File: src/rtl/score_display_driver_if.sv
// Signal bundle between the game controller and the score display driver.
// The master drives the binary scores and mode. The slave drives the display and observability outputs.
interface score_display_driver_if;
  logic [15:0] score;
  logic [15:0] p2score;
  logic [15:0] highscore;
  logic        two_player;
  logic [7:0]  an;
  logic [7:0]  ssd;
  logic [15:0] score_bcd;
  logic [15:0] left_bcd;
  logic        busy;

  modport master (
    output score, p2score, highscore, two_player,
    input  an, ssd, score_bcd, left_bcd, busy
  );

  modport slave (
    input  score, p2score, highscore, two_player,
    output an, ssd, score_bcd, left_bcd, busy
  );
endinterface

File: src/rtl/score_display_driver.sv
// Round-robin double-dabble conversion of two 16-bit scores to BCD, with an 8-digit
// multiplexed common-anode seven-segment scan that blanks leading zeros.
module score_display_driver #(
  parameter int unsigned REFRESH_BITS = 18,
  parameter int unsigned DISPLAY_MAX  = 9999
) (
  input  logic                   clk,
  input  logic                   rst,
  score_display_driver_if.slave  bus_io
);

  localparam logic [15:0] DispMax = 16'(DISPLAY_MAX);

  typedef enum logic [1:0] {StIdle, StLoad, StShift, StDone} state_e;

  state_e      state_q, state_d;
  logic [3:0]  shift_cnt_q, shift_cnt_d;
  logic [15:0] bin_q, bin_d;
  logic [15:0] bcd_q, bcd_d;
  logic        chan_q, chan_d;
  logic        conv_mode_q, conv_mode_d;
  logic [15:0] score_bcd_q, score_bcd_d;
  logic [15:0] left_bcd_q, left_bcd_d;
  logic        left_mode_q, left_mode_d;
  logic        busy;

  logic [REFRESH_BITS-1:0] refresh_q;
  logic [7:0]              an_q, an_d;
  logic [7:0]              ssd_q, ssd_d;

  logic [15:0] src;
  logic [15:0] bcd_adj;
  logic        unused_bcd_msb;

  // ---------------------------------------------------------------------------
  // Converter FSM
  // ---------------------------------------------------------------------------
  always_ff @(posedge clk or posedge rst) begin
    if (rst) begin
      state_q <= StIdle;
    end else begin
      state_q <= state_d;
    end
  end

  always_comb begin
    state_d = state_q;
    unique case (state_q)
      StIdle:  state_d = StLoad;
      StLoad:  state_d = StShift;
      StShift: if (shift_cnt_q == 4'd15) state_d = StDone;
      StDone:  state_d = StIdle;
      default: state_d = StIdle;
    endcase
  end

  always_comb begin
    busy = (state_q != StIdle);
  end

  // ---------------------------------------------------------------------------
  // Conversion datapath
  // ---------------------------------------------------------------------------
  assign src = chan_q ? (bus_io.two_player ? bus_io.p2score : bus_io.highscore) : bus_io.score;

  always_comb begin
    bcd_adj = '0;
    for (int i = 0; i < 4; i++) begin
      bcd_adj[4*i +: 4] = (bcd_q[4*i +: 4] >= 4'd5) ? bcd_q[4*i +: 4] + 4'd3 : bcd_q[4*i +: 4];
    end
  end

  // The adjusted MSB is shifted out and lost; it is always 0 for values up to 9999.
  assign unused_bcd_msb = bcd_adj[15];

  always_comb begin
    shift_cnt_d = shift_cnt_q;
    bin_d       = bin_q;
    bcd_d       = bcd_q;
    chan_d      = chan_q;
    conv_mode_d = conv_mode_q;
    score_bcd_d = score_bcd_q;
    left_bcd_d  = left_bcd_q;
    left_mode_d = left_mode_q;
    unique case (state_q)
      StLoad: begin
        bin_d       = (src > DispMax) ? DispMax : src;
        bcd_d       = '0;
        shift_cnt_d = '0;
        conv_mode_d = bus_io.two_player;
      end
      StShift: begin
        bcd_d       = {bcd_adj[14:0], bin_q[15]};
        bin_d       = {bin_q[14:0], 1'b0};
        shift_cnt_d = shift_cnt_q + 4'd1;
      end
      StDone: begin
        if (chan_q) begin
          left_bcd_d  = bcd_q;
          left_mode_d = conv_mode_q;
        end else begin
          score_bcd_d = bcd_q;
        end
        chan_d = ~chan_q;
      end
      default: ;
    endcase
  end

  always_ff @(posedge clk or posedge rst) begin
    if (rst) begin
      shift_cnt_q <= '0;
      bin_q       <= '0;
      bcd_q       <= '0;
      chan_q      <= 1'b0;
      conv_mode_q <= 1'b0;
      score_bcd_q <= '0;
      left_bcd_q  <= '0;
      left_mode_q <= 1'b0;
    end else begin
      shift_cnt_q <= shift_cnt_d;
      bin_q       <= bin_d;
      bcd_q       <= bcd_d;
      chan_q      <= chan_d;
      conv_mode_q <= conv_mode_d;
      score_bcd_q <= score_bcd_d;
      left_bcd_q  <= left_bcd_d;
      left_mode_q <= left_mode_d;
    end
  end

  // ---------------------------------------------------------------------------
  // Digit scan and segment decode
  // ---------------------------------------------------------------------------
  logic [2:0]  sel;
  logic [1:0]  pos;
  logic [15:0] grp;
  logic [3:0]  nib;
  logic [6:0]  seg;
  logic        blank;
  logic        dp_n;

  assign sel = refresh_q[REFRESH_BITS-1 -: 3];
  assign pos = sel[1:0];
  assign grp = sel[2] ? left_bcd_q : score_bcd_q;
  assign nib = grp[4*pos +: 4];

  always_comb begin
    unique case (nib)
      4'd0:    seg = 7'h40;
      4'd1:    seg = 7'h79;
      4'd2:    seg = 7'h24;
      4'd3:    seg = 7'h30;
      4'd4:    seg = 7'h19;
      4'd5:    seg = 7'h12;
      4'd6:    seg = 7'h02;
      4'd7:    seg = 7'h78;
      4'd8:    seg = 7'h00;
      4'd9:    seg = 7'h10;
      default: seg = 7'h7F;
    endcase
  end

  // A digit is blank when it and every higher digit of its group are zero.
  always_comb begin
    blank = 1'b0;
    unique case (pos)
      2'd3:    blank = (grp[15:12] == 4'd0);
      2'd2:    blank = (grp[15:8] == 8'd0);
      2'd1:    blank = (grp[15:4] == 12'd0);
      default: blank = 1'b0;
    endcase
  end

  assign dp_n = !((sel == 3'd4) && !left_mode_q);

  always_comb begin
    an_d  = ~(8'h01 << sel);
    ssd_d = blank ? 8'hFF : {dp_n, seg};
  end

  always_ff @(posedge clk or posedge rst) begin
    if (rst) begin
      refresh_q <= '0;
      an_q      <= 8'hFF;
      ssd_q     <= 8'hFF;
    end else begin
      refresh_q <= refresh_q + 1'b1;
      an_q      <= an_d;
      ssd_q     <= ssd_d;
    end
  end

  assign bus_io.an        = an_q;
  assign bus_io.ssd       = ssd_q;
  assign bus_io.score_bcd = score_bcd_q;
  assign bus_io.left_bcd  = left_bcd_q;
  assign bus_io.busy      = busy;

endmodule

File: src/flat_wrapper.sv
// flat-port wrapper written by rule: the top's interface ports become plain ports
module score_display_driver_flat 
#(
  parameter int unsigned REFRESH_BITS = 18,
  parameter int unsigned DISPLAY_MAX  = 9999
)
  (clk, rst, bus_io_score, bus_io_p2score, bus_io_highscore, bus_io_two_player, bus_io_an, bus_io_ssd, bus_io_score_bcd, bus_io_left_bcd, bus_io_busy);
  score_display_driver_if bus_io_i ();
  input  logic clk;
  input  logic rst;
  input wire logic [$bits(bus_io_i.score)-1:0] bus_io_score;
  input wire logic [$bits(bus_io_i.p2score)-1:0] bus_io_p2score;
  input wire logic [$bits(bus_io_i.highscore)-1:0] bus_io_highscore;
  input wire logic [$bits(bus_io_i.two_player)-1:0] bus_io_two_player;
  output wire logic [$bits(bus_io_i.an)-1:0] bus_io_an;
  output wire logic [$bits(bus_io_i.ssd)-1:0] bus_io_ssd;
  output wire logic [$bits(bus_io_i.score_bcd)-1:0] bus_io_score_bcd;
  output wire logic [$bits(bus_io_i.left_bcd)-1:0] bus_io_left_bcd;
  output wire logic [$bits(bus_io_i.busy)-1:0] bus_io_busy;
  assign bus_io_i.score = bus_io_score;
  assign bus_io_i.p2score = bus_io_p2score;
  assign bus_io_i.highscore = bus_io_highscore;
  assign bus_io_i.two_player = bus_io_two_player;
  assign bus_io_an = bus_io_i.an;
  assign bus_io_ssd = bus_io_i.ssd;
  assign bus_io_score_bcd = bus_io_i.score_bcd;
  assign bus_io_left_bcd = bus_io_i.left_bcd;
  assign bus_io_busy = bus_io_i.busy;
  score_display_driver #(.REFRESH_BITS(REFRESH_BITS), .DISPLAY_MAX(DISPLAY_MAX)) u_core (.clk(clk), .rst(rst), .bus_io(bus_io_i));
endmodule
File: config.mk
export PLATFORM = sky130hd
export DESIGN_NAME = score_display_driver_flat
export DESIGN_NICKNAME = d
export VERILOG_FILES = /design/src/rtl/score_display_driver_if.sv /design/src/rtl/score_display_driver.sv /design/src/flat_wrapper.sv
export SDC_FILE = /design/constraint.sdc
export NUM_CORES = 1
export LEC_CHECK = 0
export ABC_CLOCK_PERIOD_IN_PS = 6400
export BUFFER_PORTS_ARGS = -buffer_cell sky130_fd_sc_hd__buf_2
export CELL_PAD_IN_SITES_DETAIL_PLACEMENT = 0
export CELL_PAD_IN_SITES_GLOBAL_PLACEMENT = 2
export CORE_ASPECT_RATIO = 2
export CORE_UTILIZATION = 38
export CTS_CLUSTER_DIAMETER = 100
export CTS_CLUSTER_SIZE = 20
export DETAILED_ROUTE_END_ITERATION = 10
export PLACE_DENSITY = 0.94
export SYNTH_ARGS = -nofsm -noshare
export SYNTH_HDL_FRONTEND = slang
export SYNTH_SLANG_ARGS = --single-unit
File: constraint.sdc
create_clock -name clk -period 6.4 [get_ports clk]
set_input_delay 1.92 -clock clk [delete_from_list [all_inputs] [get_ports clk]]
set_output_delay 1.92 -clock clk [all_outputs]
set_load 0.01 [all_outputs]
# Yosys cells after proc, flatten, opt, wreduce, memory -nomap -nowiden
# Memories as Yosys holds them, arrays and structs flattened.
# Cells that the tools add are included.
[classes]
multipliers = 0
add_sub_neg = 6
bitwise_logic = 2
muxes = 15
order_cmp = 5
n_shift = 2
eq_ne = 9
n_reduce_logical = 11
div = 0
[op_table]
columns = ["operator", "n"]
rows = [
  ["16-bit 2-to-1 mux", 4],
  ["16-bit case mux with 2 select lines", 2],
  ["18-bit by 1-bit adder with 18-bit output (second input constant)", 1],
  ["4-bit by 3-bit greater-or-equal comparator with 1-bit output (second input constant)", 4],
  ["16-bit by 14-bit greater-than comparator with 1-bit output (second input constant)", 1],
  ["16-bit by 5-bit indexed part select with 4-bit output", 1],
  ["4-bit by 2-bit adder with 4-bit output (second input constant)", 3],
  ["12-bit zero test", 1],
  ["4-bit 2-to-1 mux", 3],
  ["2-bit equality test (second input constant)", 4],
  ["8-bit zero test", 1],
  ["8-bit 2-to-1 mux", 1],
  ["8-bit NOT", 1],
  ["2-bit case mux with 4 select lines", 1],
  ["4-bit case mux with 2 select lines", 1],
  ["1-bit by 3-bit left shift with 8-bit output (first input constant)", 1],
  ["4-bit by 1-bit adder with 4-bit output (second input constant)", 1],
  ["2-bit by 1-bit equality test with 1-bit output (second input constant)", 2],
  ["4-bit equality test (second input constant)", 1],
  ["4-bit zero test", 1],
  ["2-bit AND reduction", 2],
  ["2-bit nonzero test", 2],
  ["3-bit by 2-bit adder with 3-bit output (second input constant)", 1],
  ["3-bit equality test (second input constant)", 1],
  ["other kinds (8)", 9],
]
[word_totals]
memories = 1
output_inout_bits = 49
mem_bits_rw = 0
elab_cells = 63
latch_bits = 0
rom_bits = 112
regBits = 107
[mem_list]
columns = ["memory", "depth", "width", "rd", "rd_ports_with_merged_regs", "wr", "line", "source"]
rows = [
  ["(no name shown)", 16, 7, 1, 0, 0, "score_display_driver.sv:149", "unique case (nib)"],
]

# Longest topological paths before layout
# Gate-level depths: netlist of run 1.
[depth]
word_depth = 5
mapped_depth = 10
depth_no_buf = 8

# Worst setup path after synthesis of run 1
# Ideal clock, no wire load.
[synth_timing]
kind = "input to register"
from = "input port bus_io_two_player"
to = "register u_core.bin_q[4]"
cell_stages = 6
arrival_ns = 3.287
setup_time_ns = 0.086
slack_ns = 3.028
n_path_buf = 1
path_cell_list = "buf_6 -> mux2_4 -> mux2i_4 -> nor4_1 -> or4b_4 -> o221ai_2"
[synth_via]
elab_chain_cells = 5
[synth_lines]
columns = ["item", "line", "source"]
rows = [
  ["from (decl)", "flat_wrapper.sv:14", "input wire logic [$bits(bus_io_i.two_player)-1:0] bus_io_two_player;"],
  ["16-bit 2-to-1 mux (*) (2 in a row)", "score_display_driver.sv:64", "assign src = chan_q ? (bus_io.two_player ? bus_io.p2score : bus_io.highscore) : bus_io.score;"],
  ["16-bit by 14-bit greater-than comparator with 1-bit output", "score_display_driver.sv:87", "bin_d = (src > DispMax) ? DispMax : src;"],
  ["16-bit 2-to-1 mux (*)", "score_display_driver.sv:87", ""],
  ["16-bit case mux with 2 select lines (*)", "score_display_driver.sv:85", "unique case (state_q)"],
  ["to (signal assigned)", "score_display_driver.sv:122", "bin_q <= bin_d;"],
  ["to (decl)", "score_display_driver.sv:18", "logic [15:0] bin_q, bin_d;"],
]
# Every way passes the cells marked *; elsewhere a longest branch is shown, timed or not.
# A chain may end at the register's enable or synchronous reset.

# Worst setup path in the final report of run 1
[layout_timing]
from = "input port bus_io_two_player"
to = "register u_core.bin_q[3]"
# The elaborated chain is that of the path after synthesis.

==> qor.yml, run 1 <==
run_status:
  status: "finished clean"
setup_path:
  cp_data_arrival_time_ns: 3.84
  reg2regPathDepth: 9
  reg2reg_slack_ns: 3.85
  path_cells: "buf_2, o21ai_0, a211oi_1, nor3b_1, a31oi_1"
  max_stage_delay_ns: 0.66
  crit_start: "bus_io_two_player"
  crit_slowest_cell: "nor3b_1"
  required_ns: 6.59
  critPathLaunchType: "input port"
  critPathKind: "input port to flop"
  endpoint: "u_core.bin_q[3]"
  crit_path_max_fanout: 18
  worstSetupEndpointType: "flop"
  timing.rr.start: "u_core.refresh_q[17]"
  rr_endpoint: "u_core.bus_io.ssd[5]"
synthesis:
  synth_top_flop_cell: "dfrtp_1"
  netlist_area_um2: 5370
  netlist_top_cells_area: "dfrtp_1 42%, dfstp_2 7.8%, o21ai_0 5.4%"
  yosys-top-cells-count: "91 x dfrtp_1, 62 x nand2_1, 58 x o21ai_0, 33 x inv_1, 25 x mux2i_1"
  yosysSeqAreaShare: 0.502
  synth_top_area_cell: "dfrtp_1"
  synth_edf_count: 0
  yosys_warnings: 0
  syn_inst: 517
  post-synth-top-count-cell: "dfrtp_1"
  synth_cell_types: 50
  synth-async-reset-ratio: 1.00
  syn-num-nets: 588
  synth_top_cell_area_share: 0.424
  ys_seq_elements: 107
  syn_area_per_cell_um2: 10.4
cts:
  clock_sinks: 107
  cts_setup_buffers: 0
  clk_pin_slew_ns: 0.07
  clk_latency_ns: 0.34
  clk_path_buf_depth: 2
  htreeDepth: 3
  root_buffer: "clkbuf_16"
  ctsHoldBuffers: 0
  cts_tree: "yes"
  cts-resized-gates: 0
  cts_buffers: 9
timing:
  post-route-min-period_ns: 3.65
  finalHoldViolCount: 0
  fmax_mhz: 274
  tns_ns: 0
  holdWs_ns: 0.459
  finalCritPeriodShare: 0.571
  rsz0062_at_grt: "false"
  setup_viol_count_final: 0
  finalMaxSlewViolations: 0
  fin_skew_ns: 0.00804
  worst_slack_ns: 2.75
  worst_pin_slew_ns: 0.963
  maxSlewHeadroom: 0.357
global_route:
  grt_pass1_vias: 4128
  grt_overflow: 0
  grt_usage: 0.176
  grt_max_degree: 68
  grt_pass1_wl_um: 20100
  grt_antenna_before_repair: 0
route:
  drt_pass1_iterations: 4
  vias_per_cell: 5.14
  wl_per_cell_um: 15.0
  dr.first_iter.drc_count: 175
  wl_um: 12000
  drt_drc_violations_left: 0
  vias: 4105
  ant_nets: 0
place:
  io_buffers: 99
  dp_hpwl_um: 9070
  dp_slack_ns: 2.38
  gp_congestion: 0.790
die:
  io_pins: 100
  core_um2: 13800
  rows: 61
  start_util: 0.389
  die_w_um: 86.1
  die-area_um2: 14700
  chipHeight_um: 170
hold_path:
  min-delay-start: "u_core.left_mode_q"
  hp-class: "flop to flop"
flow_run:
  maxCapViolations: 0
finish:
  register_area_um2: 2700
  area_growth_pct: 18.0
  multi_input_area_um2: 2420
  fin_util: 0.459
  insertedDiodeCount: 0
  drive_gt1_frac: 0.273
  fin_nets: 675
  fill_cells: 1328
power_and_ir_drop:
  p_leak_nw: 2.88
  ir_drop_mv: 0.180
  powerDensity_nw_per_um2: 308
critical path: cells and delay by family:
| family | cells | cell delay [ns] |
|---|---|---|
| AO/OA/AOI/OAI | 3 | 0.92 |
| AND/OR/NAND/NOR | 1 | 0.66 |
| buffers and inverters | 1 | 0.34 |
cell families (layout without fill, tap and decap cells):
logic type / Yosys count / after routing / synth area share
buffers and inverters: 61 / 153 / 0.0482
muxes: 49 / 49 / 0.112
AOI/OAI and AO/OA: 116 / 116 / 0.131
xor gates and xnor gates: 22 / 22 / 0.0359
adders and majority gates: 20 / 20 / 0.0466
DFF: 107 / 107 / 0.502
and+or+nand+nor: 142 / 142 / 0.124
worst min path at each step:
stage	endpoint	cells after the start
after floorplan	u_core.bus_io.ssd[7]	1
after global placement	u_core.refresh_q[5]	1
after detailed placement	u_core.bus_io.ssd[7]	1
after CTS	u_core.bus_io.ssd[7]	1
after global routing	u_core.bus_io.ssd[7]	1
final	u_core.bus_io.ssd[7]	1
power breakdown:
| part | switching, mW | internal (mW) | leakage (nW) | total (mW) |
|---|---|---|---|---|
| clock network | 0.238 | 0.364 | 0.159 | 0.602 |
| logic | 0.255 | 0.201 | 1.40 | 0.456 |
| registers | 0.0959 | 0.798 | 1.33 | 0.894 |
| total | 0.590 | 1.36 | 2.88 | 1.95 |
registers in the layout (all words and copies together), names as in the netlist:
name and cells:
u_core.state_q 2, u_core.bus_io.an 8, u_core.left_mode_q 1, u_core.refresh_q 18, u_core.bus_io.left_bcd 16, u_core.bcd_q 16
u_core.shift_cnt_q 4, u_core.chan_q 1, u_core.bin_q 16, u_core.conv_mode_q 1, u_core.bus_io.score_bcd 16, u_core.bus_io.ssd 8
stage by stage:
stage,instances,instance area (um2),power [mW]
after detailed placement,782,6010,1.37
after global placement,782,6010,1.35
final,798,6340,1.95
after CTS,798,6340,1.97
after floorplan,517,5370,1.17
after global routing,798,6340,2.07
layer usage:
layer,vias up,wire length (um),global-route usage
met3,21,411,0.0262
met4,0,349,0.0812
li1,1981,-,-
met5,-,0,0
met1,1999,4380,0.181
met2,104,6820,0.339
area by class of cell:
class / instances / area share
clock buffer: 12 / 0.0405
clock inverter: 4 / 0.0114
inverter: 33 / 0.0199
multi-input combinational: 349 / 0.381
sequential: 107 / 0.425
tap: 189 / 0.0373
timing repair buffer: 104 / 0.0841
cell usage in the layout, fill, tap and decap left out, types with 7 or more instances in the layout:
cell	instances
mux2i_1	25
nor2_1	22
ha_1	20
xnor2_1	16
o22ai_1	13
inv_1	32
dfstp_2	16
a31oi_1	9
nand2_1	62
nor3_1	7
nand2b_1	8
nand3_1	16
dfrtp_1	91
mux2_2	14
clkbuf_16	9
a21oi_1	17
o21ai_0	58
buf_2	99
No activity file was read; power rests on OpenSTA's default activity.
==> run 2, diff against run 1 <==
--- a/config.mk
+++ b/config.mk
@@ -5,16 +5,16 @@
 export SDC_FILE = /design/constraint.sdc
 export NUM_CORES = 1
 export LEC_CHECK = 0
-export ABC_CLOCK_PERIOD_IN_PS = 6400
+export ABC_CLOCK_PERIOD_IN_PS = 3310
 export BUFFER_PORTS_ARGS = -buffer_cell sky130_fd_sc_hd__buf_2
 export CELL_PAD_IN_SITES_DETAIL_PLACEMENT = 0
 export CELL_PAD_IN_SITES_GLOBAL_PLACEMENT = 2
 export CORE_ASPECT_RATIO = 2
-export CORE_UTILIZATION = 38
+export CORE_UTILIZATION = 32
 export CTS_CLUSTER_DIAMETER = 100
 export CTS_CLUSTER_SIZE = 20
 export DETAILED_ROUTE_END_ITERATION = 10
-export PLACE_DENSITY = 0.94
+export PLACE_DENSITY = 0.85
 export SYNTH_ARGS = -nofsm -noshare
 export SYNTH_HDL_FRONTEND = slang
 export SYNTH_SLANG_ARGS = --single-unit
==> constraint.sdc (replaced) <==
create_clock -name clk -period 3.31 [get_ports clk]
set_input_delay 0.993 -clock clk [delete_from_list [all_inputs] [get_ports clk]]
set_output_delay 0.993 -clock clk [all_outputs]
set_load 0.01 [all_outputs]
==> run 2 against run 1 <==
First-iteration DRC count shrank 27%. Total power rose by 85%. Clock-buffer cell count fell by 2. Via count is 0.66% lower. Clock skew rose by 0.0032 ns. Global-route usage fell by 2.4 points. Critical path type unchanged. Critical endpoint is now u_core.bin_q[4]. Highest routed layer unchanged.
==> qor.yml, run 2 (same netlist as run 1, synthesis figures left out) <==
run_status:
  status: "finished clean"  # unchanged
place:
  gp_congestion: 0.765  # was 0.790
  dp_hpwl_um: 9300  # was 9070 um
  dp.cells: 803  # was 782
  io_buffers: 99  # unchanged
  dp_slack_ns: 0.420  # was 2.38 ns
  placed_cell_area_um2: 6080  # was 6010 um2
route:
  drt_pass1_iterations: 6  # was 4
  drt_drc_violations_left: 0  # unchanged
  vias: 4078  # was 4,105
  wl_um: 12200  # was 12,000 um
  dr.first_iter.drc_count: 127  # was 175
  wl_per_cell_um: 14.8  # was 15.0 um
  vias_per_cell: 4.98  # was 5.14
  ant_nets: 0  # unchanged
cts:
  clk_pin_slew_ns: 0.07  # about the same
  cts_setup_buffers: 0  # unchanged
  root_buffer: "clkbuf_16"  # unchanged
  clk_latency_ns: 0.34  # about the same
  cts_buffers: 9  # unchanged
  cts_tree: "yes"  # unchanged
  clk_path_buf_depth: 2  # unchanged
  cts-resized-gates: 0  # unchanged
  ctsHoldBuffers: 0  # unchanged
  clock_sinks: 107  # unchanged
  htreeDepth: 3  # unchanged
power_and_ir_drop:
  combPwrFrac: 0.245  # was 0.234
  power_mw: 3.62  # was 1.95 mW
  ir_drop_mv: 0.226  # was 0.180 mV
  clockPowerShare: 0.278  # was 0.309
  switching_share: 0.323  # was 0.302
  powerDensity_nw_per_um2: 570  # was 308 nW/um2
  p_sw_mw: 1.17  # was 0.590 mW
  seqPwrFrac: 0.477  # was 0.458
  p_leak_nw: 2.88  # about the same
  internal_power_mw: 2.45  # was 1.36 mW
setup_path:
  critPathKind: "input port to flop"  # unchanged
  reg2regPathDepth: 7  # was 9
  critPathLaunchType: "input port"  # unchanged
  worstSetupEndpointType: "flop"  # unchanged
  rr_endpoint: "u_core.bus_io.ssd[3]"  # was u_core.bus_io.ssd[5]
  required_ns: 3.56  # was 6.59 ns
  reg2reg_slack_ns: 0.85  # was 3.85 ns
  cp_data_arrival_time_ns: 2.77  # was 3.84 ns
  endpoint: "u_core.bin_q[4]"  # was u_core.bin_q[3]
  timing.rr.start: "u_core.refresh_q[17]"  # unchanged
  crit_path_max_fanout: 18  # unchanged
  crit_start: "bus_io_two_player"  # unchanged
die:
  core_um2: 16400  # was 13,800 um2
  die_w_um: 93.6  # was 86.1 um
  io_pins: 100  # unchanged
  chipHeight_um: 185  # was 170 um
  die-area_um2: 17300  # was 14,700 um2
  rows: 66  # was 61
  start_util: 0.329  # was 0.389
finish:
  multi_input_area_um2: 2420  # unchanged
  register_area_um2: 2700  # unchanged
  mostFrequentLayoutCells: "99 x buf_2, 91 x dfrtp_1, 62 x nand2_1"  # unchanged
  fin_nets: 681  # was 675
  layout_commonest_cell: "buf_2"  # unchanged
  fill_cells: 1645  # was 1,328
  insertedDiodeCount: 0  # unchanged
  fin_util: 0.389  # was 0.459
  area_growth_pct: 18.2  # was 18.0%
  largest_reg_flops: 18  # unchanged
  final_cell_area_um2: 6350  # was 6340 um2
  drive_gt1_frac: 0.280  # was 0.273
  top_register: "u_core.refresh_q"  # unchanged
  fin_cells: 819  # was 798
global_route:
  grt_antenna_before_repair: 0  # unchanged
  grt_overflow: 0  # unchanged
  grt_pass1_wl_um: 20500  # was 20,100 um
  grt_usage: 0.152  # was 0.176
  grt_max_degree: 62  # was 68
  grt_pass1_vias: 4137  # was 4,128
timing:
  post-route-min-period_ns: 2.52
  finalHoldViolCount: 0  # unchanged
  worst_slack_ns: 0.791  # was 2.75 ns
  tns_ns: 0  # unchanged
  finalMaxSlewViolations: 0  # unchanged
  holdWs_ns: 0.466  # was 0.459 ns
  worst_pin_slew_ns: 0.956  # was 0.963 ns
  finalCritPeriodShare: 0.761
  fin_skew_ns: 0.0112  # was 0.00804 ns
  maxSlewHeadroom: 0.361  # was 0.357
  rsz0062_at_grt: "false"  # unchanged
  setup_viol_count_final: 0  # unchanged
  fmax_mhz: 397
flow_run:
  maxCapViolations: 0  # unchanged
hold_path:
  hp-class: "flop to flop"  # unchanged
## run 2: changes by cell type in the layout (fill, tap and decap cells not counted), sizes merged
cell      previous run  this run
inv                 33        36
bufinv               2         0
buf                104       110
clkbuf              12        10
clkinvlp             1         2
## run 2: final cells by class
type / instances / share of cell area
clock inverters: 6 / 0.00748
multi-input cells: 349 / 0.381
inverters: 33 / 0.0201
flip-flops and latches: 107 / 0.425
well taps: 204 / 0.0402
repair buffers: 110 / 0.0910
clock buffers: 10 / 0.0360
## run 2: power by group through the flow
| stage | sequential, mW | combinational (mW) | clock (mW) |
|---|---|---|---|
| finish | 1.73 | 0.886 | 1.01 |
| global route | 1.76 | 1.01 | 1.11 |
| CTS | 1.73 | 0.909 | 1.05 |
| detailed placement | 1.76 | 0.908 | 0 |
| global placement | 1.75 | 0.884 | 0 |
| floorplan | 1.80 | 0.464 | 0 |
## run 2: per-layer routing
metal / global-route usage / up-vias / part of all wire
met2: 0.291 / 102 / 0.55
met3: 0.0255 / 12 / 0.038
met4: 0.0554 / 0 / 0.018
met1: 0.163 / 1967 / 0.39
met5: 0 / - / 0
li1: - / 1997 / -
## run 2: how the worst min path moves through the flow
stage	end	startpoint	slack, ns	cells after the start
floorplan	u_core.bus_io.ssd[7]	u_core.left_mode_q	0.43	1
global placement	u_core.refresh_q[11]	u_core.refresh_q[11]	0.45	1
detailed placement	u_core.refresh_q[5]	u_core.refresh_q[5]	0.46	1
CTS	u_core.refresh_q[5]	u_core.refresh_q[5]	0.47	1
global route	u_core.refresh_q[10]	u_core.refresh_q[10]	0.49	1
finish	u_core.refresh_q[5]	u_core.refresh_q[5]	0.47	1
## run 2: critical path: stages
cell      delay, ns
buf_2          0.32
mux2_2         0.38
mux2i_1        0.19
a21oi_1        0.16
or4b_4         0.56
o221ai_2       0.16
